<file path="src/rtl/fifo_pkg.sv">
// Shared constants for the parametrised synchronous FIFO.
// Default geometry and the read-mode encodings.
package fifo_pkg;

  localparam int DEF_DATA_W = 8;
  localparam int DEF_ADDR_W = 4;

  localparam int REG_READ  = 0;
  localparam int FWFT_READ = 1;

endpackage

</file>
<file path="src/rtl/fifo_mem.sv">
// DEPTH x DATA_W register array: one synchronous write port,
// one asynchronous read port. Ports: i_clk, i_we/i_waddr/i_wdata, i_raddr, o_rdata.
module fifo_mem #(
  parameter int DATA_W = 8,
  parameter int ADDR_W = 4
) (
  input  logic              i_clk,
  input  logic              i_we,
  input  logic [ADDR_W-1:0] i_waddr,
  input  logic [DATA_W-1:0] i_wdata,
  input  logic [ADDR_W-1:0] i_raddr,
  output logic [DATA_W-1:0] o_rdata
);

  localparam int DEPTH = 2 ** ADDR_W;

  logic [DATA_W-1:0] r_mem [DEPTH];

  // Contents are deliberately never reset or cleared.
  always_ff @(posedge i_clk) begin
    if (i_we) begin
      r_mem[i_waddr] <= i_wdata;
    end
  end

  assign o_rdata = r_mem[i_raddr];

endmodule

</file>
<file path="src/rtl/sync_fifo.sv">
// Single-clock FIFO: pointers, status decode, sticky errors, read-mode mux.
// Ports: clk, rst(n), clr, wr_en/data_in, rd_en/data_out, status flags, count.
module sync_fifo
  import fifo_pkg::*;
#(
  parameter int DATA_W   = DEF_DATA_W,
  parameter int ADDR_W   = DEF_ADDR_W,
  parameter int AF_LEVEL = (2 ** ADDR_W) - 2,
  parameter int AE_LEVEL = 2,
  parameter int FWFT     = REG_READ
) (
  input  logic              clk,
  input  logic              rst,
  input  logic              clr,
  input  logic              wr_en,
  input  logic [DATA_W-1:0] data_in,
  input  logic              rd_en,
  output logic [DATA_W-1:0] data_out,
  output logic              empty,
  output logic              full,
  output logic              halffull,
  output logic              almost_full,
  output logic              almost_empty,
  output logic [ADDR_W:0]   count,
  output logic              overflow,
  output logic              underflow
);

  localparam int DEPTH = 2 ** ADDR_W;
  localparam int HALF  = DEPTH / 2;

  localparam logic [ADDR_W:0] LP_DEPTH = DEPTH[ADDR_W:0];
  localparam logic [ADDR_W:0] LP_HALF  = HALF[ADDR_W:0];
  localparam logic [ADDR_W:0] LP_AF    = AF_LEVEL[ADDR_W:0];
  localparam logic [ADDR_W:0] LP_AE    = AE_LEVEL[ADDR_W:0];

  logic [ADDR_W:0]   r_wptr;
  logic [ADDR_W:0]   r_rptr;
  logic              r_ovf;
  logic              r_unf;
  logic [ADDR_W:0]   w_count;
  logic              w_full;
  logic              w_empty;
  logic              w_wr_acc;
  logic              w_rd_acc;
  logic [DATA_W-1:0] w_rd_data;

  // Extra pointer bit disambiguates full from empty.
  assign w_count  = r_wptr - r_rptr;
  assign w_full   = (r_wptr[ADDR_W] != r_rptr[ADDR_W]) &&
                    (r_wptr[ADDR_W-1:0] == r_rptr[ADDR_W-1:0]);
  assign w_empty  = (r_wptr == r_rptr);
  assign w_wr_acc = wr_en && !w_full;
  assign w_rd_acc = rd_en && !w_empty;

  fifo_mem #(
    .DATA_W(DATA_W),
    .ADDR_W(ADDR_W)
  ) u_mem (
    .i_clk  (clk),
    .i_we   (w_wr_acc && !clr),
    .i_waddr(r_wptr[ADDR_W-1:0]),
    .i_wdata(data_in),
    .i_raddr(r_rptr[ADDR_W-1:0]),
    .o_rdata(w_rd_data)
  );

  always_ff @(posedge clk or negedge rst) begin
    if (!rst) begin
      r_wptr <= '0;
      r_rptr <= '0;
      r_ovf  <= 1'b0;
      r_unf  <= 1'b0;
    end else if (clr) begin
      r_wptr <= '0;
      r_rptr <= '0;
      r_ovf  <= 1'b0;
      r_unf  <= 1'b0;
    end else begin
      if (w_wr_acc) r_wptr <= r_wptr + 1'b1;
      if (w_rd_acc) r_rptr <= r_rptr + 1'b1;
      if (wr_en && w_full)  r_ovf <= 1'b1;
      if (rd_en && w_empty) r_unf <= 1'b1;
    end
  end

  generate
    if (FWFT == FWFT_READ) begin : g_fwft
      assign data_out = w_rd_data;
    end else begin : g_reg
      logic [DATA_W-1:0] r_dout;
      always_ff @(posedge clk or negedge rst) begin
        if (!rst) begin
          r_dout <= '0;
        end else if (w_rd_acc && !clr) begin
          r_dout <= w_rd_data;
        end
      end
      assign data_out = r_dout;
    end
  endgenerate

  assign count        = w_count;
  assign empty        = w_empty;
  assign full         = w_full;
  assign halffull     = (w_count >= LP_HALF);
  assign almost_full  = (w_count >= LP_AF);
  assign almost_empty = (w_count <= LP_AE);
  assign overflow     = r_ovf;
  assign underflow    = r_unf;

  logic w_unused;
  assign w_unused = ^LP_DEPTH;

endmodule

</file>
<file path="config.mk">
export PLATFORM = sky130hd
export DESIGN_NAME = sync_fifo
export DESIGN_NICKNAME = d
export VERILOG_FILES = /design/src/rtl/fifo_pkg.sv /design/src/rtl/fifo_mem.sv /design/src/rtl/sync_fifo.sv
export SDC_FILE = /design/constraint.sdc
export NUM_CORES = 1
export LEC_CHECK = 0
export ABC_CLOCK_PERIOD_IN_PS = 3000
export CAP_MARGIN = 25
export CORE_ASPECT_RATIO = 1.2
export CORE_MARGIN = 2
export CORE_UTILIZATION = 53
export DETAILED_ROUTE_END_ITERATION = 16
export GPL_TIMING_DRIVEN = 0
export PLACE_DENSITY = 0.75
export SLEW_MARGIN = 20
export SYNTH_ARGS = -nofsm -noshare
export SYNTH_HDL_FRONTEND = slang
export SYNTH_HIERARCHICAL = 1
export SYNTH_SLANG_ARGS = --single-unit
</file>
<file path="constraint.sdc">
create_clock -name clk -period 3 [get_ports clk]
set_clock_uncertainty 0.1 [all_clocks]
set_input_delay 0.9 -clock clk [delete_from_list [all_inputs] [get_ports clk]]
set_output_delay 0.9 -clock clk [all_outputs]
set_load 0.1 [all_outputs]
</file>
==> impl_metrics.ini <==
[hold_path]
hp-class = primary input to asynchronous set/reset pin

[sta]
hold_viol = 0
fin_setup_tns_ns = -1.561
finalWorstSetupSlack_ns = -0.4537
period_share_pct = 115.1
clock.fmax_mhz = 289.5
rsz0062_at_grt = yes
max_slew_margin_pct = 33.26
finalSetupViolations = 5
tightest_slew_ns = 0.9980
slew_viol_final = 0
fin_crit_ns = 3.454

[run_status]
status = complete, but fails checks
violations = setup timing

[synth]
synth.area.top_cells = edfxtp_1 (63%), dfrtp_1 (8.2%), mux4_2 (6.6%)
netlist_area_mm2 = 0.006103
synth_nets = 338
ys_ff_latch = 148
synth_top_area_cell = edfxtp_1
synth_warnings = 6
async_reset_ff_share_pct = 13.51
synth_cells = 318
synth_edf_count = 128
yosys_most_used_dff = edfxtp_1
ys_seq_area_share_pct = 71.18
synth_top_area_share_pct = 62.98
synth_cell_types = 41
avgSynthCellArea_um2 = 19.19

[final_layout]
area_growth_pct = 26.30
fin_nets = 405
antenna-diode-count = 0
multi_input_area_mm2 = 0.001876
fillCellCount = 696
regArea_mm2 = 0.004353
drive_above_1_share_pct = 35.93

[die]
io-pin-count = 33
die_height_um = 121.6
rows = 42
initial_core_util_pct = 54.78
die_x_um = 102.0
core_mm2 = 0.01114
fp.dieArea_mm2 = 0.01239

[grt]
grt_pass1_wl_um = 19250
grt_overflow = 0
grt_max_degree = 21
grt_pass1_vias = 3331
track_usage_pct = 22.30
antenna_found_initial = 0

[placement]
pre_cts_ws_ns = -1.060
place.gp.congestion = 0.7494
port_buffers = 32
place_hpwl_um = 7643

[drt]
routed_via_density = 5.924
wire_per_inst_um = 23.24
drtPass1Iterations = 5
vias = 3270
drt_iter0_markers = 304
ant_nets = 0
routed_wl_um = 12830
drc_errors = 0

[pwr]
cellInternalPower_w = 0.004583
switching_power_w = 0.002136
p_leak_nw = 2.653
clkPwrFrac_pct = 34.5
peakVddDrop_mv = 0.5096
combPwrFrac_pct = 30.1
power_density_mw_per_mm2 = 871.7
p_seq_share_pct = 35.4
p_sw_share_pct = 31.79

[clock_tree]
cts_tree = yes
numCtsBuffers = 17
clk_path_buf_depth = 2
cts_num_sinks = 148
clk_pin_slew_ns = 0.06
clock_latency_ns = 0.41
cts_max_level = 4
cts_root_buf = clkbuf_16

[critical_path]
r2r_cells = 9
critPathKind = register to output port
r2r_slack_ns = 0.09
critPathLaunchType = register
r2r_end = u_mem/r_mem[0][6]$_DFFE_PP_
crit_chain = inv_2, ha_4, inv_2, fa_2, a21o_1, a21oi_4, xnor2_4, a2111oi_4, buf_6
critPathBufInv = 3
critPathSlowestCell = dfrtp_2
path_common_cell = inv_2
critPathTopFamily = compound AO/OA/AOI/OAI gates
crit_path_end_kind = output port
worstPathArrival_ns = 2.45
critPathMaxFanout = 4
r2r-start = r_wptr[1]$_DFFE_PN0P_
critical-path-max-stage-delay_ns = 0.40
crit_required_ns = 2.00

[job]
max_cap_viol_count = 0
==> area by class of cell <==
cell class                      count  area share, %
Sequential cell                   148          56.47
Clock inverter                     10          2.272
Timing Repair Buffer               48          6.541
Tap cell                          154          2.500
Buffer                             12          1.315
Multi-Input combinational cell    152          24.33
Clock buffer                       22          6.281
Inverter                            6         0.2922
==> power by group through the flow <==
stage,clock [W],sequential (W),combinational [W]
detailed placement,0,0.00243,0.00185
finish,0.00232,0.00238,0.00202
global placement,0,0.00242,0.00183
floorplan,0,0.00283,0.00103
global route,0.00243,0.00239,0.00210
CTS,0.00235,0.00238,0.00201
==> state kept, by name (all words and copies together), names as in the netlist <==
signal	flops
r_rptr	5
data_out	8
r_wptr	5
u_mem/r_mem	128
overflow	1
underflow	1
==> how the worst max path moves through the flow <==
stage | depth (start not counted) | slack, ns | from | end
5_1_grt | 9 | -0.56 | r_wptr[0]$_DFFE_PN0P_ | almost_empty
4_1_cts | 9 | -0.47 | r_wptr[0]$_DFFE_PN0P_ | almost_empty
3_5_place_dp | 9 | -1.06 | r_wptr[0]$_DFFE_PN0P_ | almost_empty
2_1_floorplan | 8 | -0.88 | r_wptr[0]$_DFFE_PN0P_ | almost_empty
3_3_place_gp | 5 | -1.06 | clr | u_mem/r_mem[0][3]$_DFFE_PP_
6_report | 9 | -0.45 | r_wptr[0]$_DFFE_PN0P_ | almost_empty
==> Yosys cell counts (6+ instances only) <==
cell and number:
a22oi_1 16, dfrtp_1 20, edfxtp_1 128, ha_1 6, inv_1 6, mux2_4 8, mux4_1 14, mux4_2 18
nand2_1 10, nor2_1 27, xor2_1 7
==> worst register-to-register path: cells and delay by family, from the launching register on <==
kind | cells | cell delay (ns)
AND/OR/NAND/NOR | 4 | 1.23
buffers and inverters | 3 | 0.45
flip-flops | 1 | 0.45
AO/OA/AOI/OAI | 1 | 0.16
adder cells (fa/ha/maj) | 1 | 0.24
==> metal layers <==
metal  track usage, %  part of all wire, %  routed length [um]  vias up
met5                0                    0                   0        -
met4            11.25                  4.1                 528        0
met3            4.246                  4.8                 620       32
met2            37.42                   53                6741      133
met1            27.71                   38                4938     1687
li1                 -                    -                   -     1418
==> timing repair <==
action                                  in CTS  in global routing
hold buffers                                 0                  0
resized for setup                          103                 14
cloned                                       0                  0
endpoints found under the setup margin     131                103
buffers inserted                            12                  6
pin swaps                                    4                  5
==> placed cells by master (no fill, tap or decap), types with 5 or more instances in the layout <==
cell type and instances:
clkbuf_16 17, mux4_2 18, nor2_1 15, nor2_2 9, clkinv_2 5, buf_6 9
dfrtp_1 13, buf_4 14, xor2_1 5, bufinv_16 5, edfxtp_1 128, clkdlybuf4s50_1 20
nand2_1 9, mux4_1 14, a22oi_1 16, mux2_4 8, dfrtp_2 7
==> cells by family after synthesis <==
group / count (synthesis) / synth area share (%)
adders and majority gates: 7 / 1.558
AOI/OAI and AO/OA: 33 / 3.772
muxes: 42 / 14.97
and+or+nand+nor: 58 / 4.654
buffers and inverters: 18 / 2.029
xor gates and xnor gates: 12 / 1.845
DFF: 148 / 71.18
==> through the flow <==
step | cells | util, % | area [um2] | hold WS (ns) | total power (W)
2_1_floorplan | 318 | - | 6197 | 0.4735 | 0.003863
3_3_place_gp | 504 | 60.23 | 6710 | 0.3759 | 0.004253
3_5_place_dp | 505 | 60.48 | 6738 | 0.3979 | 0.004283
4_1_cts | 549 | 68.55 | 7637 | 0.4114 | 0.006736
5_1_grt | 552 | 69.19 | 7709 | 0.3778 | 0.006911
6_report | 552 | 69.19 | 7709 | 0.3483 | 0.006720
No activity file was read; power rests on OpenSTA's default activity.
